$ cat src/rtl/vga_reg_responder.sv
// AXI4-Lite register responder for the VGA mode registers.
// Writes land in shadow registers; a CTRL write moves the whole shadow set
// into the active timing outputs, either at once (display off) or at the
// next frame_end pulse (display on), so the timing generator never sees a
// partially programmed mode.
module vga_reg_responder #(
  parameter int ADDR_W = 12,
  parameter int DATA_W = 32
) (
  input  logic                clk,
  input  logic                reset,
  input  logic [ADDR_W-1:0]   s_awaddr,
  input  logic                s_awvalid,
  output logic                s_awready,
  input  logic [DATA_W-1:0]   s_wdata,
  input  logic [DATA_W/8-1:0] s_wstrb,
  input  logic                s_wvalid,
  output logic                s_wready,
  output logic [1:0]          s_bresp,
  output logic                s_bvalid,
  input  logic                s_bready,
  input  logic [ADDR_W-1:0]   s_araddr,
  input  logic                s_arvalid,
  output logic                s_arready,
  output logic [DATA_W-1:0]   s_rdata,
  output logic [1:0]          s_rresp,
  output logic                s_rvalid,
  input  logic                s_rready,
  input  logic                frame_end,
  output logic [11:0]         horiz_display_start,
  output logic [11:0]         horiz_display_width,
  output logic [11:0]         horiz_sync_width,
  output logic [11:0]         horiz_total_width,
  output logic [11:0]         vert_display_start,
  output logic [11:0]         vert_display_width,
  output logic [11:0]         vert_sync_width,
  output logic [11:0]         vert_total_width,
  output logic                hpol,
  output logic                vpol,
  output logic [31:0]         fb_base,
  output logic [12:0]         pitch,
  output logic                display_en,
  output logic                update_pending
);

  if (DATA_W != 32) begin : g_bad_data_w
    $error("vga_reg_responder: DATA_W must be 32");
  end

  // Slots 0..6 are shadow words, slot 7 is CTRL.
  localparam logic [2:0] SLOT_CTRL = 3'd7;

  typedef enum logic {S_IDLE, S_PENDING} state_t;

  // Word index -> {mapped, slot}.
  function automatic logic [3:0] decode_addr(input logic [ADDR_W-3:0] idx);
    decode_addr = 4'b0000;
    if (idx < (ADDR_W-2)'(5))         decode_addr = {1'b1, idx[2:0]};
    else if (idx == (ADDR_W-2)'(64))  decode_addr = 4'b1101;
    else if (idx == (ADDR_W-2)'(65))  decode_addr = 4'b1110;
    else if (idx == (ADDR_W-2)'(66))  decode_addr = 4'b1111;
  endfunction

  // Implemented bits of each shadow word; everything else reads as zero.
  function automatic logic [31:0] field_mask(input logic [2:0] slot);
    case (slot)
      3'd0, 3'd1, 3'd2, 3'd3: field_mask = 32'h0FFF_0FFF;
      3'd4:                   field_mask = 32'h0000_0003;
      3'd5:                   field_mask = 32'hFFFF_FFFF;
      3'd6:                   field_mask = 32'h0000_1FFF;
      default:                field_mask = 32'h0000_0000;
    endcase
  endfunction

  function automatic logic [31:0] merge_bytes(input logic [31:0] old_v,
                                              input logic [31:0] new_v,
                                              input logic [3:0]  strb,
                                              input logic [31:0] mask);
    logic [31:0] be;
    be = {{8{strb[3]}}, {8{strb[2]}}, {8{strb[1]}}, {8{strb[0]}}};
    merge_bytes = ((old_v & ~be) | (new_v & be)) & mask;
  endfunction

  logic              r_rdy_en;
  logic              r_aw_full;
  logic              r_w_full;
  logic              r_bvalid;
  logic [1:0]        r_bresp;
  logic [ADDR_W-1:0] r_aw_addr;
  logic [31:0]       r_w_data;
  logic [3:0]        r_w_strb;
  logic              r_rvalid;
  logic [1:0]        r_rresp;
  logic [31:0]       r_rdata;
  logic [31:0]       r_sh  [7];
  logic [31:0]       r_act [7];
  state_t            r_state;
  logic              r_disp_en;
  logic              r_en_sh;

  logic              w_aw_hs;
  logic              w_w_hs;
  logic              w_ar_hs;
  logic              w_fire;
  logic [ADDR_W-1:0] w_awaddr;
  logic [31:0]       w_wdata;
  logic [3:0]        w_wstrb;
  logic [3:0]        w_wdec;
  logic [3:0]        w_rdec;
  logic              w_ctrl_wr;
  logic              w_frame_load;
  logic              w_en_after;
  logic [31:0]       w_rd_val;
  logic              w_unused;

  assign s_awready = r_rdy_en & ~r_aw_full & ~r_bvalid;
  assign s_wready  = r_rdy_en & ~r_w_full & ~r_bvalid;
  assign s_arready = r_rdy_en & ~r_rvalid;
  assign s_bvalid  = r_bvalid;
  assign s_bresp   = r_bresp;
  assign s_rvalid  = r_rvalid;
  assign s_rresp   = r_rresp;
  assign s_rdata   = r_rdata;

  assign w_aw_hs = s_awvalid & s_awready;
  assign w_w_hs  = s_wvalid & s_wready;
  assign w_ar_hs = s_arvalid & s_arready;

  // A beat arriving this cycle is used directly so the response can come
  // one cycle after the last handshake.
  assign w_awaddr = r_aw_full ? r_aw_addr : s_awaddr;
  assign w_wdata  = r_w_full ? r_w_data : s_wdata;
  assign w_wstrb  = r_w_full ? r_w_strb : s_wstrb;
  assign w_fire   = (r_aw_full | w_aw_hs) & (r_w_full | w_w_hs);
  assign w_wdec   = decode_addr(w_awaddr[ADDR_W-1:2]);
  assign w_rdec   = decode_addr(s_araddr[ADDR_W-1:2]);

  assign w_ctrl_wr    = w_fire & w_wdec[3] & (w_wdec[2:0] == SLOT_CTRL) & w_wstrb[0];
  assign w_frame_load = frame_end & (r_state == S_PENDING);
  // Display enable as seen after a coincident frame_end has been applied.
  assign w_en_after   = w_frame_load ? r_en_sh : r_disp_en;

  // Write channel handshake, holding-register occupancy and B response
  always_ff @(posedge clk) begin
    if (reset) begin
      r_rdy_en  <= 1'b0;
      r_aw_full <= 1'b0;
      r_w_full  <= 1'b0;
      r_bvalid  <= 1'b0;
      r_bresp   <= 2'b00;
    end else begin
      r_rdy_en <= 1'b1;
      if (w_fire) begin
        r_aw_full <= 1'b0;
        r_w_full  <= 1'b0;
        r_bvalid  <= 1'b1;
        r_bresp   <= w_wdec[3] ? 2'b00 : 2'b10;
      end else begin
        if (w_aw_hs) r_aw_full <= 1'b1;
        if (w_w_hs)  r_w_full  <= 1'b1;
        if (r_bvalid && s_bready) r_bvalid <= 1'b0;
      end
    end
  end

  // Holding-register payload capture
  always_ff @(posedge clk) begin
    if (w_aw_hs) r_aw_addr <= s_awaddr;
    if (w_w_hs) begin
      r_w_data <= s_wdata;
      r_w_strb <= s_wstrb;
    end
  end

  // Shadow register writes with per-byte strobes
  always_ff @(posedge clk) begin
    if (reset) begin
      for (int i = 0; i < 7; i++) r_sh[i] <= '0;
    end else if (w_fire && w_wdec[3] && (w_wdec[2:0] != SLOT_CTRL)) begin
      r_sh[w_wdec[2:0]] <= merge_bytes(r_sh[w_wdec[2:0]], w_wdata, w_wstrb,
                                       field_mask(w_wdec[2:0]));
    end
  end

  // Update FSM: frame_end load is applied first, then a same-cycle CTRL write
  always_ff @(posedge clk) begin
    if (reset) begin
      r_state   <= S_IDLE;
      r_disp_en <= 1'b0;
      r_en_sh   <= 1'b0;
      for (int i = 0; i < 7; i++) r_act[i] <= '0;
    end else begin
      if (w_frame_load) begin
        for (int i = 0; i < 7; i++) r_act[i] <= r_sh[i];
        r_disp_en <= r_en_sh;
        r_state   <= S_IDLE;
      end
      if (w_ctrl_wr) begin
        if (w_wdata[0]) begin
          r_en_sh <= 1'b1;
          if (!w_en_after) begin
            for (int i = 0; i < 7; i++) r_act[i] <= r_sh[i];
            r_disp_en <= 1'b1;
            r_state   <= S_IDLE;
          end else begin
            r_state <= S_PENDING;
          end
        end else begin
          r_en_sh   <= 1'b0;
          r_disp_en <= 1'b0;
          r_state   <= S_IDLE;
        end
      end
    end
  end

  // Readback mux: shadow words, or live status for CTRL
  always_comb begin
    w_rd_val = '0;
    if (w_rdec[3]) begin
      if (w_rdec[2:0] == SLOT_CTRL) w_rd_val = {30'b0, r_state == S_PENDING, r_disp_en};
      else                          w_rd_val = r_sh[w_rdec[2:0]];
    end
  end

  // Read channel: data registered on AR handshake, held until accepted
  always_ff @(posedge clk) begin
    if (reset) begin
      r_rvalid <= 1'b0;
      r_rresp  <= 2'b00;
      r_rdata  <= '0;
    end else if (w_ar_hs) begin
      r_rvalid <= 1'b1;
      r_rresp  <= w_rdec[3] ? 2'b00 : 2'b10;
      r_rdata  <= w_rd_val;
    end else if (r_rvalid && s_rready) begin
      r_rvalid <= 1'b0;
    end
  end

  assign horiz_display_start = r_act[0][11:0];
  assign horiz_display_width = r_act[0][27:16];
  assign horiz_sync_width    = r_act[1][11:0];
  assign horiz_total_width   = r_act[1][27:16];
  assign vert_display_start  = r_act[2][11:0];
  assign vert_display_width  = r_act[2][27:16];
  assign vert_sync_width     = r_act[3][11:0];
  assign vert_total_width    = r_act[3][27:16];
  assign hpol                = r_act[4][1];
  assign vpol                = r_act[4][0];
  assign fb_base             = r_act[5];
  assign pitch               = r_act[6][12:0];
  assign display_en          = r_disp_en;
  assign update_pending      = (r_state == S_PENDING);

  assign w_unused = ^{w_awaddr[1:0], s_araddr[1:0],
                      r_act[0][31:28], r_act[0][15:12], r_act[1][31:28], r_act[1][15:12],
                      r_act[2][31:28], r_act[2][15:12], r_act[3][31:28], r_act[3][15:12],
                      r_act[4][31:2], r_act[6][31:13]};

endmodule

$ cat config.mk
export PLATFORM = sky130hd
export DESIGN_NAME = vga_reg_responder
export DESIGN_NICKNAME = d
export VERILOG_FILES = /design/src/rtl/vga_reg_responder.sv
export SDC_FILE = /design/constraint.sdc
export NUM_CORES = 1
export LEC_CHECK = 0
export CELL_PAD_IN_SITES_DETAIL_PLACEMENT = 0
export CELL_PAD_IN_SITES_GLOBAL_PLACEMENT = 1
export CORE_UTILIZATION = 45
export DETAILED_ROUTE_END_ITERATION = 10
export GPL_TIMING_DRIVEN = 0
export HOLD_SLACK_MARGIN = 0.03
export PLACE_DENSITY_LB_ADDON = 0.1
export SKIP_CTS_REPAIR_TIMING = 1
export SYNTH_ARGS = -nofsm -noshare
export SYNTH_HDL_FRONTEND = slang
export SYNTH_SLANG_ARGS = --single-unit
$ cat constraint.sdc
create_clock -name clk -period 5.4 [get_ports clk]
set_input_delay 0.81 -clock clk [delete_from_list [all_inputs] [get_ports clk]]
set_output_delay 0.81 -clock clk [all_outputs]
set_load 0.02 [all_outputs]
==> results of run 1 <==
flip-flops by register name, indices dropped and copies added (netlist names):
signal and cells:
r_sh 251, r_act 143, r_w_data 32, s_rdata 32, r_aw_addr 10, r_w_strb 4
display_en 1, r_aw_full 1, r_en_sh 1, r_rdy_en 1, r_w_full 1, s_bresp 1
s_bvalid 1, s_rresp 1, s_rvalid 1, update_pending 1
cell families after synthesis:
logic type                after synthesis
AOI/OAI and AO/OA                     343
xor gates and xnor gates                2
buffers and inverters                 148
DFF                                   482
muxes                                  47
other                                   1
and+or+nand+nor                       782
per-stage QoR:
step / utilization / instances / TNS [ps]
after global routing: 0.580 / 2849 / 0
after CTS: 0.579 / 2848 / 0
after floorplan: - / 1895 / 0
final: 0.580 / 2849 / 0
after global placement: 0.536 / 2742 / -208480
after detailed placement: 0.542 / 2752 / 0
worst max-delay path, stage by stage:
cell,delay [ps]
clkdlybuf4s50_1,610
o21ai_1,120
a22oi_1,250
o221ai_1,300
nand2_1,460
clkbuf_1,670
clkbuf_1,560
o21ai_0,170
nor4_1,820
nor2_1,420
nor2_1,280
how the worst max path moves through the flow:
| stage | start | endpoint | depth (start not counted) |
|---|---|---|---|
| 3_3_place_gp | s_awaddr[3] | r_sh[4][28]$_SDFFCE_PN0P_ | 9 |
| 4_1_cts | r_w_full$_SDFFE_PP0P_ | s_wready | 5 |
| 6_report | s_awaddr[2] | r_sh[5][21]$_DFFE_PP_ | 11 |
| 3_5_place_dp | s_awaddr[2] | r_sh[7][21]$_DFFE_PP_ | 11 |
| 5_1_grt | s_awaddr[2] | r_sh[5][21]$_DFFE_PP_ | 11 |
| 2_1_floorplan | s_awaddr[8] | r_sh[4][0]$_SDFFCE_PN0P_ | 9 |
cell type report:
type                    instances  area [µm²]
inverters                      14        52.6
diodes                          1        2.50
well taps                     600         751
plain buffers                 134         544
repair buffers                257        2670
multi-input cells            1265        6930
clock inverters                23         259
clock buffers                  73        1470
fillers                      3968       19200
flip-flops and latches        482       13700
power by group through the flow:
| stage | sequential, W | clock (W) | combinational [W] |
|---|---|---|---|
| after global routing | 0.00425 | 0.00381 | 0.000721 |
| after detailed placement | 0.00432 | 0 | 0.000667 |
| after floorplan | 0.00435 | 0 | 0.000282 |
| after CTS | 0.00424 | 0.00366 | 0.000670 |
| final | 0.00425 | 0.00362 | 0.000683 |
| after global placement | 0.00433 | 0 | 0.000644 |
metal layers:
layer,vias up,routed length (µm),global-route usage,part of all wire
met3,145,9920,0.106,0.13
met4,0,2740,0.117,0.036
met1,8074,31500,0.459,0.41
li1,7414,-,-,-
met2,1047,32400,0.462,0.42
met5,-,0,0.00938,0
synth_stat cells, types with 21 or more instances:
library cell / count
a21oi_1: 70
a22o_1: 29
and3_1: 154
clkbuf_1: 109
dfxtp_1: 74
edfxtp_1: 408
mux2i_1: 40
nand2_1: 257
nand3_1: 44
nor2_1: 197
nor2b_1: 21
nor3_1: 42
o211ai_1: 36
o21ai_0: 75
o22ai_1: 37
==> summary.txt, run 1 <==
CTS
  – CTS tree: done
  – Worst skew pair latency: 610 ps
  – CTS H-Tree Depth: 2
  – Root buffer cell: clkbuf_16
  – Clock slew at reported path FFs: roughly 60 ps
  – Clk buf depth: 3
  – Total CTS buffers: about 50
  – Num Clock Sinks: approximately 480

Yosys
  – Distinct cell type count after synthesis: 69
  – Post-synthesis register bit count: roughly 480
  – Simple-gate share of the synthesized area: 0.177
  – Post-synthesis mux area share: 0.0231
  – Post-synth EDFFs: 408
  – Post-Syn Instances: 1,805
  – Seq/Total Area, Yosys: 0.658
  – Asr flop ratio synth: 0
  – XOR/XNOR Fraction of Synth Area: 0.000839
  – Largest family of logic cells by synthesized area: simple AND/OR/NAND/NOR gates
  – Post-Synth Adder-Cell Area: 0
  – Syn_area_per_cell: roughly 12 µm²
  – Mapped cell area: between 0.02 and 0.025 mm²
  – Ranking of synthesized cells by area: edfxtp_1 (59%), dfxtp_1 (7.1%), nand2_1 (4.6%)
  – Top-area cell type share of the netlist area: 0.587
  – Ys Warns: 0
  – Leading area contributor after synthesis: edfxtp_1
  – Synth Flop Type: edfxtp_1
  – Compound-Gate Fraction of Synth Area: 0.112

STA
  – Skew final: 17.0 ps
  – Final hold viol count: 0
  – Slew headroom: 0.0222
  – Final worst slack: ~360 ps
  – RSZ-0062 raised after global routing: no
  – Final Cycle Share: 0.934
  – Worst Max-Slew Pin Slew: 1470 ps
  – Fmax: between 150 and 200 MHz
  – Setup-failing EPs final: 0
  – Final worst path period need: just over 5000 ps
  – Final slew viol count: 0
  – Worst hold slack: 491 ps

Pwr
  – Pleak: slightly above 10 nW
  – Net Sw Power: slightly above 0.002 W
  – Overall power: 0.00855 W
  – Combinational group share of total power: 0.080
  – Seq pwr share: 0.496
  – VDD IR-drop max: 0.231 mV
  – Clk pwr share: 0.424
  – Int Pwr: 0.00654 W
  – Pwr dens: between 300 and 400 mW/mm²
  – Switching part of the total: 0.236

Finish
  – Area growth from synthesis to layout: 26.6%
  – Most common cell after layout, fill and taps aside: edfxtp_1
  – Layout cell share with drive strength beyond 1: 0.0649
  – Nets: 2,273
  – Most frequent cells in the layout: edfxtp_1 (408), nand2_1 (252), clkdlybuf4s50_1 (247)
  – Post-route design area: approximately 0.026 mm²

Placed design
  – DPL Wire Length: between 50 and 60 mm
  – Port bufs: 247
  – Setup slack at placement: between 70 and 80 ps
  – Dpl cell area: between 0.02 and 0.025 mm²
  – Final GP Congestion: 0.969

Route
  – DRT Pass-1 Iters: 5
  – Wirelength, routed: approximately 77 mm
  – Wire per inst: ~27 µm
  – Vias/cell: between 5 and 6
  – Post-DRT Antenna Nets: 0
  – Initial DRC Count: 2,007
  – Vias: between 15,000 and 20,000
  – Drt drc: 0

Critical path
  – Arr. time, crit path: about 5500 ps
  – Path depth of the worst reg2reg path: 10
  – Reg2reg end: r_sh[5][21]$_DFFE_PP_
  – Setup CP Type: input port to flip-flop
  – CP Max Fanout: 10
  – Critical path endpoint category: flip-flop
  – WP data required: 5830 ps
  – Reg2reg setup slack: about 750 ps
  – Setup crit start kind: input port
  – RR Startpoint: r_aw_addr[2]$_DFFE_PP_

Floorplan
  – Die Wd: about 220 µm
  – Io pins: between 200 and 300
  – Die area: roughly 0.047 mm²
  – Core Area: roughly 0.046 mm²
  – Initial Util: 0.458
  – Row cnt: 78
  – Die height: 217 µm

Global routing
  – Largest net degree at the start of global routing: 73
  – Gr ovfl total: 0
  – Global-route wire length before repair: 108 mm
  – Total GRT Usage: 0.324
  – Vias in the first global route: 15,700
  – Initial antenna violation count: 1

Hold path
  – Hold Path Sink: r_en_sh$_SDFFE_PP0P_
  – Min-delay worst type: flip-flop to flip-flop
  – Hold path cells: 2
  – Hold Crit Start: r_en_sh$_SDFFE_PP0P_

Run status
  – Outcome: finished, final reports clean

Flow run
  – Max-Cap Viols: 0
No activity file was read; power rests on OpenSTA's default activity.
==> run 2: changes to the inputs <==
--- a/config.mk
+++ b/config.mk
@@ -11,6 +11,7 @@
 export DETAILED_ROUTE_END_ITERATION = 10
 export GPL_TIMING_DRIVEN = 0
 export HOLD_SLACK_MARGIN = 0.03
+export MAX_ROUTING_LAYER = met4
 export PLACE_DENSITY_LB_ADDON = 0.1
 export SKIP_CTS_REPAIR_TIMING = 1
 export SYNTH_ARGS = -nofsm -noshare
==> run 2 against run 1 <==
Worst hold slack got worse by 5.5 ps. Highest routed layer unchanged. Critical path type unchanged. Die area is the same. Global-route usage increased by 1.7 points. Utilization about the same. Largest power group unchanged. Sequential share of layout area barely moved. Count of clock-buffer cells in the layout increased by 3. Clock power hardly changed.
==> summary.txt, run 2 (synthesized netlist as in run 1, its figures left out) <==
Run status
  – Outcome: finished, final reports clean

Finish
  – Top Registers: r_sh x251, r_act x143
  – FILL cells: 3,940
  – Layout cell share with drive strength beyond 1: 0.0627
  – Most common cell after layout, fill and taps aside: edfxtp_1
  – Most frequent cells in the layout: edfxtp_1 (408), nand2_1 (252), clkdlybuf4s50_1 (247)
  – Nets: about 2,300
  – ANT cells: 0
  – Reg with most FFs: r_sh
  – Final core occ: 0.579
  – Largest register FFs: around 250
  – Finished Layout Cells: 2,848
  – Area growth from synthesis to layout: 26.5%

CTS
  – CTS H-Tree Depth: 2
  – Num Clock Sinks: between 400 and 500
  – Root buffer cell: clkbuf_16
  – Clk buf depth: 3
  – CTS tree: done
  – Worst skew pair latency: around 620 ps
  – Clock slew at reported path FFs: approximately 60 ps
  – Total CTS buffers: between 50 and 60

STA
  – Worst Max-Slew Pin Slew: roughly 1300 ps
  – Skew final: around 32 ps
  – Worst hold slack: between 400 and 500 ps
  – Final worst path period need: roughly 5100 ps
  – Final slew viol count: 0
  – Final Cycle Share: 0.939
  – Fmax: approximately 200 MHz
  – Setup-failing EPs final: 0
  – Final hold viol count: 0
  – RSZ-0062 raised after global routing: no
  – Post-Route Setup TNS: 0 ps
  – Slew headroom: 0.131

Floorplan
  – Io pins: ~250
  – Die height: about 220 µm
  – Initial Util: 0.458
  – Die area: roughly 0.047 mm²
  – Die Wd: approximately 220 µm
  – Row cnt: ~80
  – Core Area: between 0.04 and 0.05 mm²

Critical path
  – Arr. time, crit path: approximately 5500 ps
  – CP peak stage delay: 770 ps
  – WP data required: between 5000 and 6000 ps
  – Reg2reg setup slack: approximately 720 ps
  – Critical path endpoint category: flip-flop
  – Setup crit start kind: input port
  – Critical Path, Cell by Cell: clkdlybuf4s50_1, o21ai_1, a22oi_1, o221ai_1, nand2_1, clkbuf_1, clkbuf_1, o21ai_0, nor4_1, nor2_1, nor2_1
  – Slowest cell on the critical path: nor4_1
  – CP Max Fanout: 10
  – CP bufs+invs: 3
  – Setup CP Type: input port to flip-flop
  – Cell family with most CP delay: simple AND/OR/NAND/NOR gates

Route
  – Wire per inst: around 28 µm
  – Drt drc: 0
  – Vias/cell: between 5 and 6
  – Wirelength, routed: 78.4 mm
  – Post-DRT Antenna Nets: 0
  – DRT Pass-1 Iters: 7
  – Vias: between 15,000 and 20,000
  – Initial DRC Count: 2,201

Global routing
  – Initial antenna violation count: 2
  – Global-route wire length before repair: about 110 mm
  – Total GRT Usage: 0.341
  – Gr ovfl total: 0
  – Vias in the first global route: about 16,000
  – Largest net degree at the start of global routing: 65

Pwr
  – Overall power: 0.00858 W
  – VDD IR-drop max: 0.336 mV
  – Pleak: 10.1 nW
  – Pwr dens: between 300 and 400 mW/mm²

Hold path
  – Min-delay worst type: flip-flop to flip-flop

Placed design
  – DPL Wire Length: between 50 and 60 mm
  – Port bufs: roughly 250
  – Inst Count DP: 2,752
  – Final GP Congestion: 0.977

Flow run
  – Max-Cap Viols: 0
## run 2: path summary, 6_finish.rpt
path                                 from                       to  cells past startpoint
setup / recovery              s_awaddr[2]    r_sh[7][21]$_DFFE_PP_                     11
hold / removal    s_rdata[4]$_SDFFE_PP0P_  s_rdata[4]$_SDFFE_PP0P_                      1
setup reg to reg   r_aw_addr[2]$_DFFE_PP_    r_sh[7][21]$_DFFE_PP_                     10
hold reg to reg   s_rdata[4]$_SDFFE_PP0P_  s_rdata[4]$_SDFFE_PP0P_                      1
## run 2: through the flow
stage	cell area, µm²	setup slack, ps
after global routing	26400	225
after detailed placement	24700	35.1
after floorplan	21200	357
final	26400	330
after global placement	24400	-2540
after CTS	26400	661
## run 2: final cells by class
cell class / instances / area, µm² / share of cell area
Sequential cell: 482 / 13700 / 0.520
Multi-Input combinational cell: 1265 / 6930 / 0.262
Timing Repair Buffer: 257 / 2690 / 0.102
Clock buffer: 76 / 1450 / 0.0550
Tap cell: 600 / 751 / 0.0284
Buffer: 134 / 546 / 0.0207
Clock inverter: 20 / 260 / 0.00986
Inverter: 14 / 52.6 / 0.00199
## run 2: routing by layer
metal  up-vias  GRT usage  part of all wire
li1       7405          -                 -
met1      8210      0.485              0.43
met2      1068      0.484              0.43
met3       145     0.0829              0.12
met4         0     0.0960             0.027
met5         -          -                 0
## run 2: worst reg2reg max path, delay by kind of cell (launching register included)
kind	cells	cell delay, ps
buffers and inverters	2	1300
AOI/OAI and AO/OA	4	870
and+or+nand+nor	4	1920
DFF	1	440
## run 2: where the power goes
group | total, W | switching [W] | internal, W
logic | 0.000690 | 0.000457 | 0.000233
registers | 0.00424 | 0.0000760 | 0.00417
clock network | 0.00365 | 0.00150 | 0.00214
total | 0.00858 | 0.00203 | 0.00655
